**config.mk**
```make
export PLATFORM = sky130hd
export DESIGN_NAME = mmu_sequencer_flat
export DESIGN_NICKNAME = d
export VERILOG_FILES = /design/src/rtl/tpu_pkg.sv /design/src/rtl/mmu_sequencer_if.sv /design/src/rtl/mmu_sequencer_counter.sv /design/src/rtl/mmu_sequencer.sv /design/src/flat_wrapper.sv
export SDC_FILE = /design/constraint.sdc
export NUM_CORES = 1
export LEC_CHECK = 0
export ABC_AREA = 1
export ABC_CLOCK_PERIOD_IN_PS = 1500
export CORE_AREA = 2 2 54 43
export DETAILED_ROUTE_END_ITERATION = 8
export DIE_AREA = 0 0 56 45
export HOLD_SLACK_MARGIN = 0.02
export PLACE_DENSITY = 0.67
export SYNTH_ARGS = -nofsm -noshare
export SYNTH_HDL_FRONTEND = slang
export SYNTH_SLANG_ARGS = --single-unit
```
**constraint.sdc**
```tcl
create_clock -name clk -period 1.5 [get_ports clk]
set_clock_uncertainty 0.2 [all_clocks]
set_input_delay 0.225 -clock clk [delete_from_list [all_inputs] [get_ports clk]]
set_output_delay 0.225 -clock clk [all_outputs]
set_load 0.02 [all_outputs]
```
**src/rtl/tpu_pkg.sv**
```systemverilog
// -----------------------------------------------------------------------------
// tpu_pkg: shared definitions for the 2x2 systolic TPU control path.
//   - seq_state_e : mmu_sequencer FSM encoding
//   - N_LOAD / N_COMPUTE / N_OUT / CNT_W : job geometry
//   - WEIGHT_BASE / INPUT_BASE : operand memory layout (weights, then inputs)
// -----------------------------------------------------------------------------
package tpu_pkg;
  localparam int N_LOAD      = 8;   // operand bytes per job
  localparam int N_COMPUTE   = 5;   // feeder cycles per job
  localparam int N_OUT       = 8;   // result bytes per job (4 x 16b, low first)
  localparam int CNT_W       = 3;   // width of every sequencer counter
  localparam int WEIGHT_BASE = 0;
  localparam int INPUT_BASE  = 4;

  typedef logic [CNT_W-1:0] cnt_t;

  typedef enum logic [2:0] {
    IDLE    = 3'd0,
    LOAD    = 3'd1,
    CLEAR   = 3'd2,
    COMPUTE = 3'd3,
    OUTPUT  = 3'd4
  } seq_state_e;
endpackage

```
**src/rtl/mmu_sequencer_if.sv**
```systemverilog
// -----------------------------------------------------------------------------
// mmu_sequencer_if: host strobes in, memory / PE / feeder / host controls out.
//   master : host side (drives load_strb, out_ack, abort)
//   slave  : sequencer side (drives write enable/address, PE clear, feeder
//            enable/cycle, result select/valid, busy, done)
// -----------------------------------------------------------------------------
interface mmu_sequencer_if import tpu_pkg::*; ();
  logic load_strb;
  logic out_ack;
  logic abort;
  logic mem_write_en;
  cnt_t mem_addr;
  logic clear_pe;
  logic mmu_en;
  cnt_t mmu_cycle;
  cnt_t out_sel;
  logic out_valid;
  logic busy;
  logic done;

  modport master (
    output load_strb, out_ack, abort,
    input  mem_write_en, mem_addr, clear_pe, mmu_en, mmu_cycle,
           out_sel, out_valid, busy, done
  );

  modport slave (
    input  load_strb, out_ack, abort,
    output mem_write_en, mem_addr, clear_pe, mmu_en, mmu_cycle,
           out_sel, out_valid, busy, done
  );
endinterface

```
**src/rtl/mmu_sequencer_counter.sv**
```systemverilog
// -----------------------------------------------------------------------------
// seq_counter: W-bit up-counter that wraps to 0 after reaching TC.
//   clk, rst_n : clock, synchronous active-low reset
//   clr_i      : synchronous clear (wins over en_i)
//   en_i       : count enable
//   cnt_o      : current count
//   tc_o       : count equals TC (the enabled step from here wraps to 0)
// -----------------------------------------------------------------------------
module seq_counter #(
  parameter int W  = 3,
  parameter int TC = 7
) (
  input  logic         clk,
  input  logic         rst_n,
  input  logic         clr_i,
  input  logic         en_i,
  output logic [W-1:0] cnt_o,
  output logic         tc_o
);
  logic [W-1:0] cnt_q, cnt_d;

  assign tc_o  = (cnt_q == W'(TC));
  assign cnt_o = cnt_q;

  always_comb begin
    cnt_d = cnt_q;
    if (clr_i)     cnt_d = '0;
    else if (en_i) cnt_d = tc_o ? '0 : cnt_q + W'(1);
  end

  always_ff @(posedge clk) begin
    if (!rst_n) cnt_q <= '0;
    else        cnt_q <= cnt_d;
  end
endmodule

```
**src/rtl/mmu_sequencer.sv**
```systemverilog
// -----------------------------------------------------------------------------
// mmu_sequencer: job controller for the 2x2 systolic datapath.
//   Loads N_LOAD operand bytes, clears the PEs for one cycle, runs the feeder
//   for N_COMPUTE cycles, then steps N_OUT result bytes out under out_ack and
//   raises a sticky done.
//   clk, rst_n : clock, synchronous active-low reset (mid-job reset == abort)
//   bus        : mmu_sequencer_if.slave (host strobes in, controls out)
// -----------------------------------------------------------------------------
module mmu_sequencer import tpu_pkg::*; (
  input  logic             clk,
  input  logic             rst_n,
  mmu_sequencer_if.slave   bus
);
  seq_state_e state_q, state_d;
  logic       done_q, done_d;
  cnt_t       load_cnt, cyc_cnt, out_cnt;
  logic       load_tc, cyc_tc, out_tc;
  logic       wr_en, ack_en;

  // Write path is combinational so the address lines up with ui_in in the
  // same cycle as the strobe; abort suppresses the write.
  assign wr_en  = bus.load_strb & ~bus.abort &
                  ((state_q == IDLE) | (state_q == LOAD));
  assign ack_en = bus.out_ack & ~bus.abort & (state_q == OUTPUT);

  // Counters wrap to 0 on their terminal step, so every phase starts at 0
  // without an explicit clear; abort restores them to 0 directly.
  seq_counter #(.W(CNT_W), .TC(N_LOAD-1)) u_load (
    .clk(clk), .rst_n(rst_n), .clr_i(bus.abort), .en_i(wr_en),
    .cnt_o(load_cnt), .tc_o(load_tc));

  seq_counter #(.W(CNT_W), .TC(N_COMPUTE-1)) u_cyc (
    .clk(clk), .rst_n(rst_n), .clr_i(bus.abort), .en_i(state_q == COMPUTE),
    .cnt_o(cyc_cnt), .tc_o(cyc_tc));

  seq_counter #(.W(CNT_W), .TC(N_OUT-1)) u_out (
    .clk(clk), .rst_n(rst_n), .clr_i(bus.abort), .en_i(ack_en),
    .cnt_o(out_cnt), .tc_o(out_tc));

  always_ff @(posedge clk) begin
    if (!rst_n) begin
      state_q <= IDLE;
      done_q  <= 1'b0;
    end else begin
      state_q <= state_d;
      done_q  <= done_d;
    end
  end

  always_comb begin
    state_d = state_q;
    done_d  = done_q;
    if (bus.abort) begin
      state_d = IDLE;
      done_d  = 1'b0;
    end else begin
      case (state_q)
        IDLE: if (bus.load_strb) begin
          state_d = LOAD;
          done_d  = 1'b0;   // first byte of a new job retires the old done
        end
        LOAD:    if (bus.load_strb && load_tc) state_d = CLEAR;
        CLEAR:   state_d = COMPUTE;
        COMPUTE: if (cyc_tc) state_d = OUTPUT;
        OUTPUT: if (bus.out_ack && out_tc) begin
          state_d = IDLE;
          done_d  = 1'b1;
        end
        default: state_d = IDLE;
      endcase
    end
  end

  // Everything except the write path decodes straight from registers.
  assign bus.mem_write_en = wr_en;
  assign bus.mem_addr     = load_cnt;
  assign bus.clear_pe     = (state_q == CLEAR);
  assign bus.mmu_en       = (state_q == COMPUTE);
  assign bus.mmu_cycle    = cyc_cnt;
  assign bus.out_sel      = out_cnt;
  assign bus.out_valid    = (state_q == OUTPUT);
  assign bus.busy         = (state_q != IDLE);
  assign bus.done         = done_q;
endmodule

```
**src/flat_wrapper.sv**
```systemverilog
// flat-port wrapper written by rule: the top's interface ports become plain ports
module mmu_sequencer_flat import tpu_pkg::*;
  (clk, rst_n, bus_load_strb, bus_out_ack, bus_abort, bus_mem_write_en, bus_mem_addr, bus_clear_pe, bus_mmu_en, bus_mmu_cycle, bus_out_sel, bus_out_valid, bus_busy, bus_done);
  mmu_sequencer_if bus_i ();
  input  logic clk;
  input  logic rst_n;
  input wire logic [$bits(bus_i.load_strb)-1:0] bus_load_strb;
  input wire logic [$bits(bus_i.out_ack)-1:0] bus_out_ack;
  input wire logic [$bits(bus_i.abort)-1:0] bus_abort;
  output wire logic [$bits(bus_i.mem_write_en)-1:0] bus_mem_write_en;
  output wire logic [$bits(bus_i.mem_addr)-1:0] bus_mem_addr;
  output wire logic [$bits(bus_i.clear_pe)-1:0] bus_clear_pe;
  output wire logic [$bits(bus_i.mmu_en)-1:0] bus_mmu_en;
  output wire logic [$bits(bus_i.mmu_cycle)-1:0] bus_mmu_cycle;
  output wire logic [$bits(bus_i.out_sel)-1:0] bus_out_sel;
  output wire logic [$bits(bus_i.out_valid)-1:0] bus_out_valid;
  output wire logic [$bits(bus_i.busy)-1:0] bus_busy;
  output wire logic [$bits(bus_i.done)-1:0] bus_done;
  assign bus_i.load_strb = bus_load_strb;
  assign bus_i.out_ack = bus_out_ack;
  assign bus_i.abort = bus_abort;
  assign bus_mem_write_en = bus_i.mem_write_en;
  assign bus_mem_addr = bus_i.mem_addr;
  assign bus_clear_pe = bus_i.clear_pe;
  assign bus_mmu_en = bus_i.mmu_en;
  assign bus_mmu_cycle = bus_i.mmu_cycle;
  assign bus_out_sel = bus_i.out_sel;
  assign bus_out_valid = bus_i.out_valid;
  assign bus_busy = bus_i.busy;
  assign bus_done = bus_i.done;
  mmu_sequencer u_core (.clk(clk), .rst_n(rst_n), .bus(bus_i));
endmodule
```
### Word level (Yosys, flattened, before mapping)

Index checks and enable logic that the tools add are counted.

* register bits after elaboration: 13
* input port bits: 5
* output and inout bits: 15
* logic and storage cells: 45

* add/sub/neg operators: 3
* equality and inequality tests: 11
* mux-type cells: 11
* bitwise operators: 7
* reductions and logical operators: 8

Operators with widths (count)
* $mux W3: 7
* $pmux W3 S5: 1
* $eq A3 B3 Y1 const B: 4
* $add A3 B1 Y3 const B: 3
* $eq A3 B2 Y1 const B: 2
* $and A1 B1 Y1: 4
* $ne A2 B1 Y1 const B: 2
* $ne A2 B2 Y1 const B: 2
* $reduce_and A4 Y1: 1
* $eq A3 B1 Y1 const B: 1
* $logic_not A3 Y1: 1
* $reduce_and A3 Y1: 1
* $reduce_bool A3 Y1: 1
* $logic_and A1 B1 Y1: 2
* $mux W1: 2
* $not A1 Y1: 2
* $pmux W1 S2: 1
* $reduce_bool A2 Y1: 1
* $reduce_or A2 Y1: 1
* $or A1 B1 Y1: 1

### Depth between registers and ports, before layout

Gate-level depths: netlist of run 1.

* depth after elaboration: 4
* depth in mapped cells: 9
* gate-level depth less buffers: 9

### Modules after synthesis

A second synthesis of run 1 with hierarchy kept.

* cell total of the unflattened synthesis: 120
* area, all modules: 763.2 um2

By module, submodules not included
* mmu_sequencer: instances 1, cells each 53, area an instance 294.0 um2, seq. area each 80.1 um2
* seq_counter at u_core.u_load ...: instances 2, cells each 19, area an instance 142.6 um2, seq. area each 60.1 um2
* seq_counter at u_core.u_cyc: instances 1, cells each 29, area an instance 183.9 um2, seq. area each 60.1 um2

### Worst setup path before layout of run 1

OpenSTA, ideal clock, no wires.

* path type: register -> register
* from: register u_core.u_out.cnt_q[0], in the netlist u_core.u_out.cnt_o[0]
* to: register u_core.state_q[1]
* setup time: 64 ps
* arrival: 1283 ps
* slack: -47 ps
* cell stages (with the launch flop): 9
* path buffers: 0
* clock period less this slack: 1547 ps
* cell sequence: dfxtp_1 ha_1 ha_1 nand2_1 nand3_1 nand2_2 nor2_2 nor2_1 nor2_1

* word-level cells in the longest chain between the ends: 4

Ends and longest elaborated chain
* start, declared: RTL line mmu_sequencer_counter.sv:20 `logic [W-1:0] cnt_q, cnt_d;`
* start signal, assigned: RTL line mmu_sequencer_counter.sv:33 `else cnt_q <= cnt_d;`
* $eq A3 B3 Y1: RTL line mmu_sequencer_counter.sv:22 `assign tc_o = (cnt_q == W'(TC));`
* $logic_and A1 B1 Y1: RTL line mmu_sequencer.sv:65 `OUTPUT: if (bus.out_ack && out_tc) begin`
* $ne A2 B1 Y1 (no source line)
* $reduce_and A4 Y1 (no source line)
* end signal, assigned: RTL line mmu_sequencer.sv:45 `state_q <= state_d;`
* end, declared: RTL line mmu_sequencer.sv:14 `seq_state_e state_q, state_d;`

Every way passes these cells.
A chain may end at the register's enable or synchronous reset.

### Final worst setup path of run 1

* from: register u_core.state_q[1]
* to: output port bus_mem_write_en

* word-level cells in the longest chain between the ends: 3

Ends and longest elaborated chain
* $eq A3 B1 Y1 / $logic_not A3 Y1 (equally long branches): RTL line mmu_sequencer.sv:23 `((state_q == IDLE) | (state_q == LOAD));`
* $or A1 B1 Y1 *: RTL line mmu_sequencer.sv:23
* $and A1 B1 Y1 *: RTL line mmu_sequencer.sv:22 `assign wr_en = bus.load_strb & ~bus.abort &`
* end, declared: RTL line flat_wrapper.sv:10 `output wire logic [$bits(bus_i.mem_write_en)-1:0] bus_mem_write_en;`

Every way passes the cells marked *; elsewhere a longest branch is shown, timed or not.

==> qor.txt, run 1 <==
Int Power - 0.590 mW
DPL Wire Length - 1280 um
wire length per cell - 11.2 um
H-tree depth - 1
number of synthesized flops with an enable pin - 0
slowest CP cell - dfxtp_4
Compound-Gate Fraction of Synth Area - 0.114
final worst slack - -0.0290 ns
Critical Path Source Type - flip-flop
Worst-Margin Slew - 0.311 ns
WP data arrival - 1.10 ns
worst path bufs/invs - 3
Net Count, Synth - 115
Die H - 45 um
Synthesis Warnings - 0
Syn Inst Count - 104
Slew Viols, Final - 0
Largest stage delay, worst path - 0.39 ns
count of cell types in the netlist - 18
relative slew slack - 0.792
vias - 814
crit-path leading delay family - flip-flops
LEAKAGE - 0.612 nW
first-pass GRT wire length - 3220 um
DR vias/cell - 4.76
DR iter-0 viols - 27
outcome - complete, but fails checks
P per Cell Area - 697 nW/um^2
final cycle utilization of the critical path - 1.02
dominant synthesized flop cell - dfxtp_1
Post-Synth Adder-Cell Area - 0.102
Synth Area in Simple Gates - 0.325
Seq/Total Area, Yosys - 0.354
CTS tree - built
die area - 2520 sq um
port buffer count - 19
asr flop ratio synth - 0
critical path class - flip-flop to primary output
Cell Area, Synth - 736 sq um
Final ANT Viol Nets - 0
peak supply drop - 589 uV
global route overflow - 0
pre-CTS setup slack - -0.486 ns
Flop pwr share - 0.427
GRT Resource Usage Total - 0.166
clock share of power - 0.258
switching share of total power - 0.325
Post-Synth XOR/XNOR Area - 0.0119
Core ar. - 1960 sq um
final net count - 159
Post-Syn Area per Cell - 7.07 sq um
Std-Cell Rows - 14
Cell Chain, Critical Path - inv_4 > nand4_1 > inv_2 > buf_6
n_diodes - 0
drt pass-1 iters - 4
number of global-route vias before repair - 742
CTS Sinks - 13
Starting Density - 0.375
layout cell share with drive strength beyond 1 - 0.483
combinational power share - 0.314
Crit Path Max Fanout - 6
antenna violations before repair - 0
final hold vios - 0
post-route DRC violation count - 0
Max Freq - 654 MHz
die width - 56 um
critical path required time - 1.07 ns
final WL - 1920 um
Hold Buf Count CTS - 0
crit path time final - 1.53 ns
failing checks - negative setup slack
mux share of post-synthesis cell area - 0
Fill cells - 199
RSZ-0062 raised after global routing - yes
main combinational cell family by area after synthesis - simple AND/OR/NAND/NOR gates
Area growth, synth to finish - 70.4%
Yosys reg bits - 13
endpoints failing setup - 3
worst skew pair latency - 0.28 ns
largest net degree at the start of global routing - 12
Hold WC Path Type - flip-flop to flip-flop
Final Util - 0.639
Max Root-Sink Buffers - 2
clock transition at the registers of the reported paths - 0.08 ns
clock root buffer - clkbuf_4
crit path capture type - primary output
sw power - 0.284 mW
Max Cap Viol - 0
clock buffer count from CTS - 3
io pins - 20
gpl congestion - 0.722
cell usage in the layout (no fill, tap or decap):
cell	count
buf_4	22
nor2_1	18
inv_1	9
nand2_1	8
dlygate4sd2_1	8
inv_2	6
a21oi_1	6
nand2_2	5
o21ai_1	5
dfxtp_1	5
nor2_2	4
nor2_4	4
nand3_2	4
o21ai_0	4
ha_4	4
clkdlybuf4s50_1	4
dfxtp_4	4
dfxtp_2	4
clkbuf_4	3
buf_6	3
inv_4	2
nand4_1	2
nand2_4	2
nand3_1	2
ha_1	2
xor2_1	1
nand3_4	1
o21ai_2	1
clkbuf_1	1
clkbuf_2	1
clkdlybuf4s15_1	1
buf_2	1
metrics by stage:
step	power, mW	std cells	area [sq um]	hold WS, ns	setup TNS [ns]
CTS	0.840	170	1140	0.295	-0.0257
floorplan	0.497	104	739	0.115	0
finish	0.874	171	1250	0.295	-0.0520
global placement	0.600	163	1080	0.258	-2.45
detailed placement	0.603	163	1080	0.283	-2.50
global route	0.929	171	1250	0.336	-0.357
final cells by class:
class / instances / area [sq um] / share of cell area
Tap cell: 24 / 30.0 / 0.0240
Inverter: 17 / 68.8 / 0.0549
Timing Repair Buffer: 40 / 329 / 0.262
Multi-Input combinational cell: 73 / 519 / 0.414
Sequential cell: 13 / 280 / 0.224
Clock buffer: 4 / 26.3 / 0.0210
per-layer routing:
metal,vias to the layer above,share of wire,global-route usage
met5,-,0,0
li1,420,-,-
met2,22,0.46,0.271
met4,0,0.0057,0.0286
met1,368,0.49,0.217
met3,4,0.052,0.0630
cell usage after synthesis, types with 2 or more instances:
cell type	instances	share of area
o21ai_1	5	0.034
nand3_2	3	0.041
nor2_1	22	0.11
nor2_2	3	0.026
inv_2	5	0.026
nand2_2	3	0.026
inv_1	12	0.061
nand2_1	12	0.061
dfxtp_1	13	0.35
o21ai_0	4	0.027
a21oi_1	6	0.041
ha_1	6	0.10
nand3_1	4	0.027
nand4_1	2	0.017
sequential cells by signal (all words and copies together), names as in the netlist:
register / flops
u_core.state_q: 3
u_core.u_cyc.cnt_o: 3
u_core.u_load.cnt_o: 3
u_core.u_out.cnt_o: 3
u_core.bus.done: 1
logic make-up (layout without fill, tap and decap cells):
family / after synthesis / in the layout
and+or+nand+nor: 50 / 50
AOI/OAI and AO/OA: 16 / 16
xor gates and xnor gates: 1 / 1
buffers and inverters: 18 / 61
DFF: 13 / 13
adders and majority gates: 6 / 6
timing repair:
action,CTS,global route
pin swaps,6,6
buffers inserted,3,1
gates resized for setup,49,29
endpoints found under the setup margin,17,9
final timing paths:
kind | start | to | slack, ns | cells past startpoint
worst max register to register | u_core.u_load.cnt_o[0] | u_core.state_q[2] | 0.05 | 8
worst min register to register | u_core.u_cyc.cnt_o[1] | u_core.u_cyc.cnt_o[1] | 0.29 | 2
worst max-delay path | u_core.state_q[1] | bus_mem_write_en | -0.03 | 4
worst min-delay path | u_core.u_cyc.cnt_o[1] | u_core.u_cyc.cnt_o[1] | 0.29 | 2
power groups by stage:
stage               Clock, mW  Sequential [mW]  Combinational, mW
floorplan                   0            0.382              0.114
global placement            0            0.377              0.223
detailed placement          0            0.377              0.225
CTS                     0.232            0.371              0.238
global route            0.254            0.375              0.300
finish                  0.226            0.373              0.275
worst register-to-register path, cell delays in order (launching register included):
cell and delay [ns]:
dfxtp_4 0.37, ha_4 0.16, ha_4 0.16, nand2_2 0.06
inv_2 0.04, o21ai_2 0.17, nor2_4 0.06, nor2_1 0.09
nor2_1 0.05
Power figures use the tool's default switching activity.
==> run 2: changes to the inputs <==
--- a/config.mk
+++ b/config.mk
@@ -7,11 +7,11 @@
 export LEC_CHECK = 0
 export ABC_AREA = 1
 export ABC_CLOCK_PERIOD_IN_PS = 1500
-export CORE_AREA = 2 2 54 43
+export CORE_AREA = 2 2 52 42
 export DETAILED_ROUTE_END_ITERATION = 8
-export DIE_AREA = 0 0 56 45
+export DIE_AREA = 0 0 54 44
 export HOLD_SLACK_MARGIN = 0.02
-export PLACE_DENSITY = 0.67
+export PLACE_DENSITY = 0.71
 export SYNTH_ARGS = -nofsm -noshare
 export SYNTH_HDL_FRONTEND = slang
 export SYNTH_SLANG_ARGS = --single-unit
==> constraint.sdc (replaced) <==
create_clock -name clk -period 1.5 [get_ports clk]
set_clock_uncertainty 0.2 [all_clocks]
set_input_delay 0.225 -clock clk [delete_from_list [all_inputs] [get_ports clk]]
set_output_delay 0.225 -clock clk [all_outputs]
set_load 0.005 [all_outputs]
==> run 2 against run 1 <==
  * Critical endpoint unchanged
  * The flow still finishes with violations (negative setup slack)
  * Worst setup slack worse by 0.033 ns
  * Cell count is 5.8% higher
  * Sequential cell count stayed put
  * Via count is 4.1% higher
  * Power is 2.5% lower
  * Highest routed layer is now met3
  * Non-clock buffer count is 10 higher
  * Register-to-register slack worse by 0.05 ns
  * Worst hold slack better by 0.018 ns
  * Clock power is 2% higher
  * Count of clock-buffer cells in the layout stayed put
  * Global-route usage is 2.7 points higher
  * Critical path type unchanged
  * Largest power group unchanged
==> qor.txt, run 2 (synthesis gave the netlist of run 1 again) <==
setup TNS - -0.0697 ns
outcome - complete, but fails checks
Max Root-Sink Buffers - 2
Hold Buf Count CTS - 0
placed cell area - 1080 sq um
Max Freq - 640 MHz
Final ANT Viol Nets - 0
DPL Wire Length - 1320 um
crit path time final - 1.56 ns
wire length per cell - 11.5 um
Crit Path Max Fanout - 4
port buffer count - 19
CTS tree - built
clock transition at the registers of the reported paths - 0.09 ns
r2r setup slk - 0 ns
GRT Resource Usage Total - 0.193
n_diodes - 0
final worst slack - -0.0622 ns
WP data arrival - 1.14 ns
LEAKAGE - 0.667 nW
worst hold endpoint - u_core.u_out.cnt_o[1]
final cycle utilization of the critical path - 1.04
commonest non-fill, non-tap cells in the layout - buf_4, nor2_1, dlygate4sd2_1, dfxtp_2, inv_1
P per Cell Area - 654 nW/um^2
Hold WC Path Type - flip-flop to flip-flop
reg2reg start - u_core.state_q[2]
CTS Sinks - 13
peak supply drop - 487 uV
Critical Path Source Type - flip-flop
vias - 847
Worst-Margin Slew - 0.314 ns
most common cell after layout, fill and taps aside - buf_4
clock buffer count from CTS - 3
RSZ-0062 raised after global routing - yes
reg2reg path depth - 10
DR vias/cell - 4.68
worst skew pair latency - 0.29 ns
clock root buffer - clkbuf_4
first-pass GRT wire length - 3340 um
failing checks - negative setup slack
Hold Crit Start - u_core.u_out.cnt_o[1]
endpoints failing setup - 3
final hold vios - 0
DR iter-0 viols - 21
Fin Hold WS - 0.312 ns
critical path class - flip-flop to primary output
io pins - 20
Starting Density - 0.389
reg-to-reg critical path endpoint - u_core.state_q[2]
final net count - 169
Core ar. - 1890 sq um
layout cell share with drive strength beyond 1 - 0.548
die width - 54 um
Area growth, synth to finish - 77.0%
relative slew slack - 0.790
global route overflow - 0
number of global-route vias before repair - 831
final WL - 2090 um
drt pass-1 iters - 5
largest net degree at the start of global routing - 12
Slew Viols, Final - 0
Final Cell Area - 1300 sq um
die area - 2380 sq um
Std-Cell Rows - 14
crit path capture type - primary output
gpl congestion - 0.774
Die H - 44 um
Max Cap Viol - 0
worst hold stages - 2
post-route DRC violation count - 0
critical path required time - 1.07 ns
H-tree depth - 1
antenna violations before repair - 0
[run 2: final cells by class]
class	instances	area [sq um]
Clock buffer	4	26.3
Fill cell	163	589
Inverter	17	63.8
Multi-Input combinational cell	73	489
Sequential cell	13	284
Tap cell	24	30.0
Timing Repair Buffer	50	409
[run 2: worst max path at each step]
stage	from	to	cells past startpoint
floorplan	u_core.u_out.cnt_o[0]	u_core.state_q[1]	8
global placement	bus_load_strb	bus_mem_write_en	4
detailed placement	bus_load_strb	bus_mem_write_en	4
CTS	u_core.state_q[0]	bus_busy	5
global route	u_core.state_q[2]	bus_mem_write_en	5
finish	u_core.state_q[2]	bus_mem_write_en	5
[run 2: worst max-delay path, cell delays in order, from the launching register on]
cell     delay [ns]
dfxtp_2        0.33
inv_2          0.07
buf_6          0.10
nand4_1        0.15
inv_2          0.11
buf_6          0.09
[run 2: metrics by stage]
step	setup slack [ns]	power [mW]	util	instances
after CTS	-0.0509	0.848	0.661	179
after global routing	-0.111	0.903	0.688	181
after detailed placement	-0.386	0.588	0.570	163
after global placement	-0.392	0.583	0.570	163
final	-0.0622	0.852	0.688	181
after floorplan	0.0633	0.478	-	104
[run 2: what timing repair did]
action / in CTS / in global routing
resized for setup: 55 / 18
endpoints found under the setup margin: 18 / 15
pin swaps: 11 / 12
buffers inserted: 13 / 3
[run 2: routing by layer]
metal | global-route usage | vias up | share of wire
met4 | 0.0300 | 0 | 0
li1 | - | 440 | -
met1 | 0.243 | 381 | 0.43
met5 | 0 | - | 0
met2 | 0.320 | 26 | 0.50
met3 | 0.0724 | 0 | 0.068
[run 2: report_power, final]
group | switching (mW) | leakage, nW | internal, mW | total (mW)
combinational | 0.124 | 0.540 | 0.132 | 0.256
clock | 0.126 | 0.0150 | 0.103 | 0.230
sequential | 0.0112 | 0.112 | 0.355 | 0.366
==> run 3: changes to the inputs <==
--- a/config.mk
+++ b/config.mk
@@ -7,11 +7,11 @@
 export LEC_CHECK = 0
 export ABC_AREA = 1
 export ABC_CLOCK_PERIOD_IN_PS = 1500
-export CORE_AREA = 2 2 52 42
+export CORE_AREA = 2 2 46 48
 export DETAILED_ROUTE_END_ITERATION = 8
-export DIE_AREA = 0 0 54 44
+export DIE_AREA = 0 0 48 50
 export HOLD_SLACK_MARGIN = 0.02
-export PLACE_DENSITY = 0.71
+export PLACE_DENSITY = 0.69
 export SYNTH_ARGS = -nofsm -noshare
 export SYNTH_HDL_FRONTEND = slang
 export SYNTH_SLANG_ARGS = --single-unit
==> run 3 against run 2 <==
  * Worst setup slack better by 0.072 ns
  * First-iteration DRC count down 38%
  * Largest cell class unchanged
  * Critical path type unchanged
  * Combinational power about the same
  * Routed wire length down 2.7%
  * Power about the same
  * Final area down 0.67%
  * Register-to-register slack better by 0.05 ns
  * Count of clock-buffer cells in the layout unchanged
  * The flow now finishes without violations
==> qor.txt, run 3 (synthesis gave the netlist of run 1 again) <==
die area - 2400 sq um
crit path capture type - primary output
n_diodes - 0
GR Layer Usage met3 - 0.0733
global route hottest layer - met2
reg-to-reg critical path endpoint - u_core.state_q[2]
crit path from - u_core.state_q[2]
io pins - 20
WP data arrival - 1.06 ns
global route overflow - 0
Fill cells - 166
gpl congestion - 0.799
final cycle utilization of the critical path - 0.993
Max Cap Viol - 0
critical path required time - 1.07 ns
P per Cell Area - 658 nW/um^2
DR vias/cell - 4.59
reg2reg start - u_core.u_out.cnt_o[1]
slowest CP cell - dfxtp_2
reg2reg path depth - 9
outcome - completed
vias - 830
largest net degree at the start of global routing - 12
Hold WC Path Type - primary input to flip-flop
Area growth, synth to finish - 75.9%
DR iter-0 viols - 13
Post-Layout Cell Count - 181
clock buffer count from CTS - 3
worst skew pair latency - 0.28 ns
RSZ-0062 raised after global routing - yes
Setup crit end - bus_mem_write_en
Worst-Margin Slew - 0.343 ns
Core ar. - 1900 sq um
number of global-route vias before repair - 767
most common cell after layout, fill and taps aside - buf_4
setup TNS - 0 ns
Fin Hold WS - 0.295 ns
grt met2 use - 0.316
drt pass-1 iters - 5
endpoints failing setup - 0
Critical Path Source Type - flip-flop
final net count - 166
LEAKAGE - 0.648 nW
final WL - 2030 um
placed cell count - 166
CTS tree - built
peak supply drop - 462 uV
port buffer count - 19
Final Cell Area - 1290 sq um
Cell Chain, Critical Path - inv_2 > buf_6 > nand4_1 > inv_2 > buf_6
Starting Density - 0.387
Final Util - 0.680
Max Freq - 671 MHz
antenna violations before repair - 0
CTS Sinks - 13
DPL Wire Length - 1340 um
Die H - 50 um
layout cell share with drive strength beyond 1 - 0.513
GRT Resource Usage Total - 0.190
Std-Cell Rows - 16
Largest stage delay, worst path - 0.34 ns
relative slew slack - 0.771
critical path class - flip-flop to primary output
clock transition at the registers of the reported paths - 0.08 ns
r2r setup slk - 0.05 ns
Max Root-Sink Buffers - 2
final hold vios - 0
Final ANT Viol Nets - 0
first-pass GRT wire length - 3130 um
H-tree depth - 1
Crit Path Max Fanout - 2
die width - 48 um
placed cell area - 1080 sq um
clock root buffer - clkbuf_4
post-route DRC violation count - 0
crit path time final - 1.49 ns
GR Util met1 - 0.196
Hold Buf Count CTS - 0
commonest non-fill, non-tap cells in the layout - buf_4, nor2_1, dlygate4sd2_1, dfxtp_2, inv_1
Slew Viols, Final - 0
wire length per cell - 11.2 um
==> run 3: changes by cell type in the layout (fill, tap and decap cells not counted), moves of 2 or more <==
cell     delta
nor2_1      +5
ha_4        +3
ha_2        -2
nand3_2     -2
nor2_2      -6
nand2_2     +2
buf_4       -3
==> run 3: layer usage <==
layer	up-vias	wire length, um	share of wire
li1	433	-	-
met4	0	16	0.0079
met1	377	797	0.39
met2	18	1140	0.56
met3	2	73	0.036
met5	-	0	0
==> run 3: worst min path at each step <==
stage          cells past startpoint  slack [ns]                   from                    end
6_report                           5        0.30              bus_abort  u_core.u_out.cnt_o[1]
5_1_grt                            5        0.31              bus_abort  u_core.u_out.cnt_o[1]
4_1_cts                            5        0.29              bus_abort  u_core.u_out.cnt_o[1]
3_5_place_dp                       2        0.29  u_core.u_cyc.cnt_o[1]  u_core.u_cyc.cnt_o[1]
3_3_place_gp                       2        0.29  u_core.u_cyc.cnt_o[1]  u_core.u_cyc.cnt_o[1]
2_1_floorplan                      1        0.12          bus_load_strb        u_core.bus.done
==> run 3: timing repair <==
| action | CTS | global route |
|---|---|---|
| pin swaps | 4 | 6 |
| buffers inserted | 9 | 2 |
| endpoints found under the setup margin | 17 | 8 |
| resized for setup | 47 | 26 |
| hold endpoints to repair | 0 | 0 |
==> run 3: critical path, delay by kind of cell (launching register included) <==
kind	cells	cell delay [ns]
AND/OR/NAND/NOR	1	0.11
flip-flops	1	0.34
buffers and inverters	4	0.34
==> run 3: cell type report <==
type / instances / area, sq um / share of cell area
Sequential cell: 13 / 280 / 0.217
Timing Repair Buffer: 47 / 375 / 0.290
Tap cell: 27 / 33.8 / 0.0261
Inverter: 17 / 63.8 / 0.0493
Clock buffer: 4 / 26.3 / 0.0203
Multi-Input combinational cell: 73 / 514 / 0.397
==> run 3: through the flow <==
step / setup WS, ns / power, mW
after CTS: -0.0233 / 0.821
after global placement: -0.333 / 0.579
final: 0.0101 / 0.852
after global routing: -0.0713 / 0.902
after detailed placement: -0.340 / 0.584
after floorplan: 0.0633 / 0.478
==> run 3: report_power, final <==
part	leakage (nW)	internal (mW)	total, mW	switching [mW]
sequential	0.112	0.357	0.373	0.0161
combinational	0.522	0.133	0.258	0.125
clock	0.0150	0.103	0.220	0.117
total	0.648	0.593	0.852	0.258
==> patch 1: new RTL, settings of run 1 <==
The package constant `CNT_W` goes from 3 to 2.
--- a/src/rtl/tpu_pkg.sv
+++ b/src/rtl/tpu_pkg.sv
@@ -9,5 +9,5 @@
   localparam int N_COMPUTE   = 5;   // feeder cycles per job
   localparam int N_OUT       = 8;   // result bytes per job (4 x 16b, low first)
-  localparam int CNT_W       = 3;   // width of every sequencer counter
+  localparam int CNT_W       = 2;   // width of every sequencer counter
   localparam int WEIGHT_BASE = 0;
   localparam int INPUT_BASE  = 4;
Ports: changed (resized bus_mem_addr, bus_mmu_cycle and bus_out_sel); port bits go from 20 to 17. No check against the original RTL was run, so the function may have changed too.
==> patch 1 against run 1 <==
  * Routed wire length decreased by 29%
  * Count of clock-buffer cells in the layout unchanged
  * Worst hold slack got worse by 0.21 ns
  * Final area decreased by 29%
  * Area after synthesis decreased by 22%
  * Total power decreased by 15%
  * Critical path type is now input port to output port
  * Sequential share of layout area increased by 0.97 points
  * The run still ends with setup timing left
  * Sequential cell count decreased by 3
  * Maximum frequency increased by 1.7%
  * Setup slack improved by 0.026 ns
==> patch 1: results (changes against run 1) <==
- Leak Pwr: 0.480 nW (-22%)
- Synthesized net count: 94 (-18%)
- Wire length per cell: 9.66 um (-14%)
- Final GP Congestion: 0.848 (+17%)
- Status: finished with violations
- DP Cell Count: 135 (-17%)
- CP Max Fanout: 3 (-3)
- Dpl hpwl: 1040 um (-19%)
- Gr usage total: 12.0% (-4.6 points)
- Final setup viols: 1 (-2)
- Drt first-iter violations: 12 (-56%)
- Crit path DAT: 1.08 ns (-0.02 ns)
- Vias post-DR: 632 (-22%)
- Vias in the first global route: 562 (-24%)
- Area contributors post-synth: dfxtp_1, nor2_1, ha_1
- Share of cells above drive strength 1: 35.9% (-12 points)
- Top post-synthesis cells by count: nor2_1, inv_1, nand2_1, dfxtp_1, a21oi_1
- Maximum number of pins on one net before global-route repair: 11 (-1)
- R2r setup slk: 0.13 ns (+0.08 ns)
- Avg Cell Area, Syn: 6.71 um2 (-5.1%)
- Worst path max stage delay: 0.48 ns (+0.09 ns)
- Max VDD drop: 586 uV (-0.62%)
- CP max stage cell: clkdlybuf4s50_1
- Area post-placement: 836 um2 (-23%)
- FILL cells: 223 (+12%)
- Failing checks: setup timing
- CP startpoint: bus_load_strb
- Post-layout net count: 127 (-20%)
- Post-synthesis sequential area ratio: 35.1% (-0.29 points)
- I/O Buffers: 16 (-3)
- Class of the worst hold path: input port to register
- CTS Buf Count: 3 (unchanged)
- Net load switching power: 220 uW (-22%)
- Post-route setup slack: -0.00348 ns (+0.0255 ns)
- First-pass GRT wire length: 2240 um (-30%)
## patch 1: area by class of cell
type	count	share of cell area [%]
clock buffers	4	4.05
inverters	17	7.40
multi-input cells	58	36.2
flip-flops and latches	10	23.3
well taps	24	3.35
repair buffers	28	25.7
## patch 1: how the worst min path moves through the flow
stage                     startpoint                     to  slack [ns]  depth (start not counted)
2_1_floorplan          bus_load_strb        u_core.bus.done        0.12                          1
3_3_place_gp   u_core.u_cyc.cnt_o[1]  u_core.u_cyc.cnt_o[1]        0.28                          2
3_5_place_dp   u_core.u_cyc.cnt_o[1]  u_core.u_cyc.cnt_o[1]        0.29                          2
4_1_cts        u_core.u_cyc.cnt_o[1]  u_core.u_cyc.cnt_o[1]        0.31                          2
5_1_grt                    bus_abort  u_core.u_out.cnt_o[0]        0.16                          3
6_report                   bus_abort  u_core.u_out.cnt_o[0]        0.09                          3
## patch 1: kinds of logic (layout without fill, tap and decap cells)
| group | count (synthesis) | after routing | share of synthesized area (%) |
|---|---|---|---|
| adders and majority gates | 4 | 4 | 8.77 |
| and+or+nand+nor | 39 | 39 | 31.1 |
| DFF | 10 | 10 | 35.1 |
| AOI/OAI and AO/OA | 15 | 15 | 13.8 |
| buffers and inverters | 17 | 49 | 11.2 |
## patch 1: routing by layer
| metal | wire [um] | GRT usage [%] |
|---|---|---|
| met1 | 687 | 15.1 |
| met5 | 0 | 0 |
| met3 | 91 | 6.30 |
| met2 | 570 | 17.9 |
| met4 | 11 | 4.29 |
## patch 1: power groups by stage
stage | logic (mW) | registers [mW] | clock network, mW
after global placement | 0.192 | 0.292 | 0
after floorplan | 0.0965 | 0.297 | 0
after CTS | 0.185 | 0.287 | 0.259
final | 0.204 | 0.289 | 0.249
after global routing | 0.227 | 0.290 | 0.269
after detailed placement | 0.194 | 0.293 | 0
## patch 1: repair_timing
item	4_1_cts	5_1_grt
resized for setup	29	17
buffers inserted	0	2
pin swaps	1	3
endpoints found under the setup margin	12	6
## patch 1: tightest hold or removal path, cell delays in order
cell and delay, ns:
dlymetal6s2s_1 0.10, nor3_1 0.07, a21oi_1 0.12
==> patch 2: new RTL, settings of run 1 <==
Made on the original files. The 5 states of `seq_state_e` get a Gray code encoding in 3 bits.
--- a/src/rtl/tpu_pkg.sv
+++ b/src/rtl/tpu_pkg.sv
@@ -16,9 +16,9 @@
 
   typedef enum logic [2:0] {
-    IDLE    = 3'd0,
-    LOAD    = 3'd1,
-    CLEAR   = 3'd2,
-    COMPUTE = 3'd3,
-    OUTPUT  = 3'd4
+    IDLE    = 3'b000,
+    LOAD    = 3'b001,
+    CLEAR   = 3'b011,
+    COMPUTE = 3'b010,
+    OUTPUT  = 3'b110
   } seq_state_e;
 endpackage
Formal check against the unedited RTL: same outputs for any inputs over 10 cycles, from zero or initial values; not proved beyond that.
==> patch 2 against run 1 <==
  * The flow still finishes with violations (setup timing)
  * Setup slack got worse by 0.092 ns
  * Routed wire length rose by 5.6%
  * Final cell count down 2.9%
  * Sequential cell count is the same
  * Total power is 0.55% lower
  * Critical endpoint unchanged
  * Critical path type unchanged
  * Area after synthesis decreased by 5.6%
  * Final area grew 2.4%
  * Largest cell class unchanged
==> patch 2: results (changes against run 1) <==
- Leak Pwr: 0.604 nW (-1.3%)
- Area post-placement: 1060 um2 (-2.0%)
- Vias per Instance: 4.65 (-2.3%)
- Setup TNS Final: -0.423 ns (-0.371 ns)
- Top post-synthesis cells by count: nor2_1, inv_1, dfxtp_1, nand2_1, o21ai_0
- Vias post-DR: 772 (-5.2%)
- Final setup viols: 7 (+4)
- Final GP Congestion: 0.812 (+12%)
- Met2 Use GR: 27.3% (+0.24 points)
- Met1 Usage GRT: 19.9% (-1.8 points)
- Dpl ws: -0.546 ns (-0.0605 ns)
- Met3 routed WL: 78 um (-22%)
- Post-CTS Resized: 47 (-4.1%)
- DP Cell Count: 156 (-4.3%)
- FILL cells: 174 (-13%)
- CP Max Fanout: 2 (-4)
- Post-route setup slack: -0.121 ns (-0.0915 ns)
- Cells after Synth: 96 (-7.7%)
- Post-layout net count: 154 (-3.1%)
- Post-synthesis sequential area ratio: 37.5% (+2.1 points)
- First-pass GRT wire length: 3160 um (-1.7%)
- Share of cells above drive strength 1: 48.6% (+0.29 points)
- Failing checks: setup timing
- Met3 usage: 6.59% (+0.29 points)
- Crit path DAT: 1.20 ns (+0.10 ns)
- Maximum number of pins on one net before global-route repair: 13 (+1)
- CTS max path bufs: 2 (unchanged)
- Dpl hpwl: 1290 um (+0.98%)
- Status: finished with violations
- Worst path max stage delay: 0.37 ns (-0.02 ns)
- Post-CTS setup buffers: 2 (-1)
- Drt first-iter violations: 8 (-70%)
-- patch 2: metrics by stage --
step	utilization, %	hold slack, ns
3_5_place_dp	54.1	0.285
2_1_floorplan	-	0.171
3_3_place_gp	54.1	0.261
5_1_grt	65.4	0.318
6_report	65.4	0.287
4_1_cts	56.9	0.296
-- patch 2: report_power, final --
group	leakage [nW]	switching (mW)	internal (mW)	total, mW
clock	0.0150	0.127	0.103	0.231
combinational	0.480	0.135	0.133	0.268
sequential	0.109	0.0138	0.357	0.370
total	0.604	0.276	0.593	0.869
-- patch 2: cell families (layout without fill, tap and decap cells) --
logic type | Yosys count | after routing | share of synthesized area [%]
buffers and inverters | 18 | 64 | 9.91
DFF | 13 | 13 | 37.5
adders and majority gates | 6 | 6 | 10.8
and+or+nand+nor | 40 | 40 | 28.1
AOI/OAI and AO/OA | 19 | 19 | 13.7
-- patch 2: tightest hold or removal path: stages, from the launching register on --
cell,delay (ns)
dfxtp_1,0.31
o21ai_0,0.07
a21oi_1,0.06
-- patch 2: final timing paths --
kind	start	end	slack, ns	depth (start not counted)
hold reg to reg	u_core.bus.done	u_core.bus.done	0.29	2
setup / recovery	u_core.state_q[2]	bus_mem_write_en	-0.12	4
setup reg to reg	u_core.state_q[2]	u_core.state_q[2]	-0.01	10
hold / removal	u_core.bus.done	u_core.bus.done	0.29	2
-- patch 2: area by class of cell --
| class | count | area, um2 | share of cell area [%] |
|---|---|---|---|
| well taps | 24 | 30.0 | 2.34 |
| multi-input cells | 65 | 502 | 39.1 |
| repair buffers | 43 | 387 | 30.1 |
| inverters | 17 | 66.3 | 5.17 |
| clock buffers | 4 | 26.3 | 2.05 |
| flip-flops and latches | 13 | 273 | 21.2 |
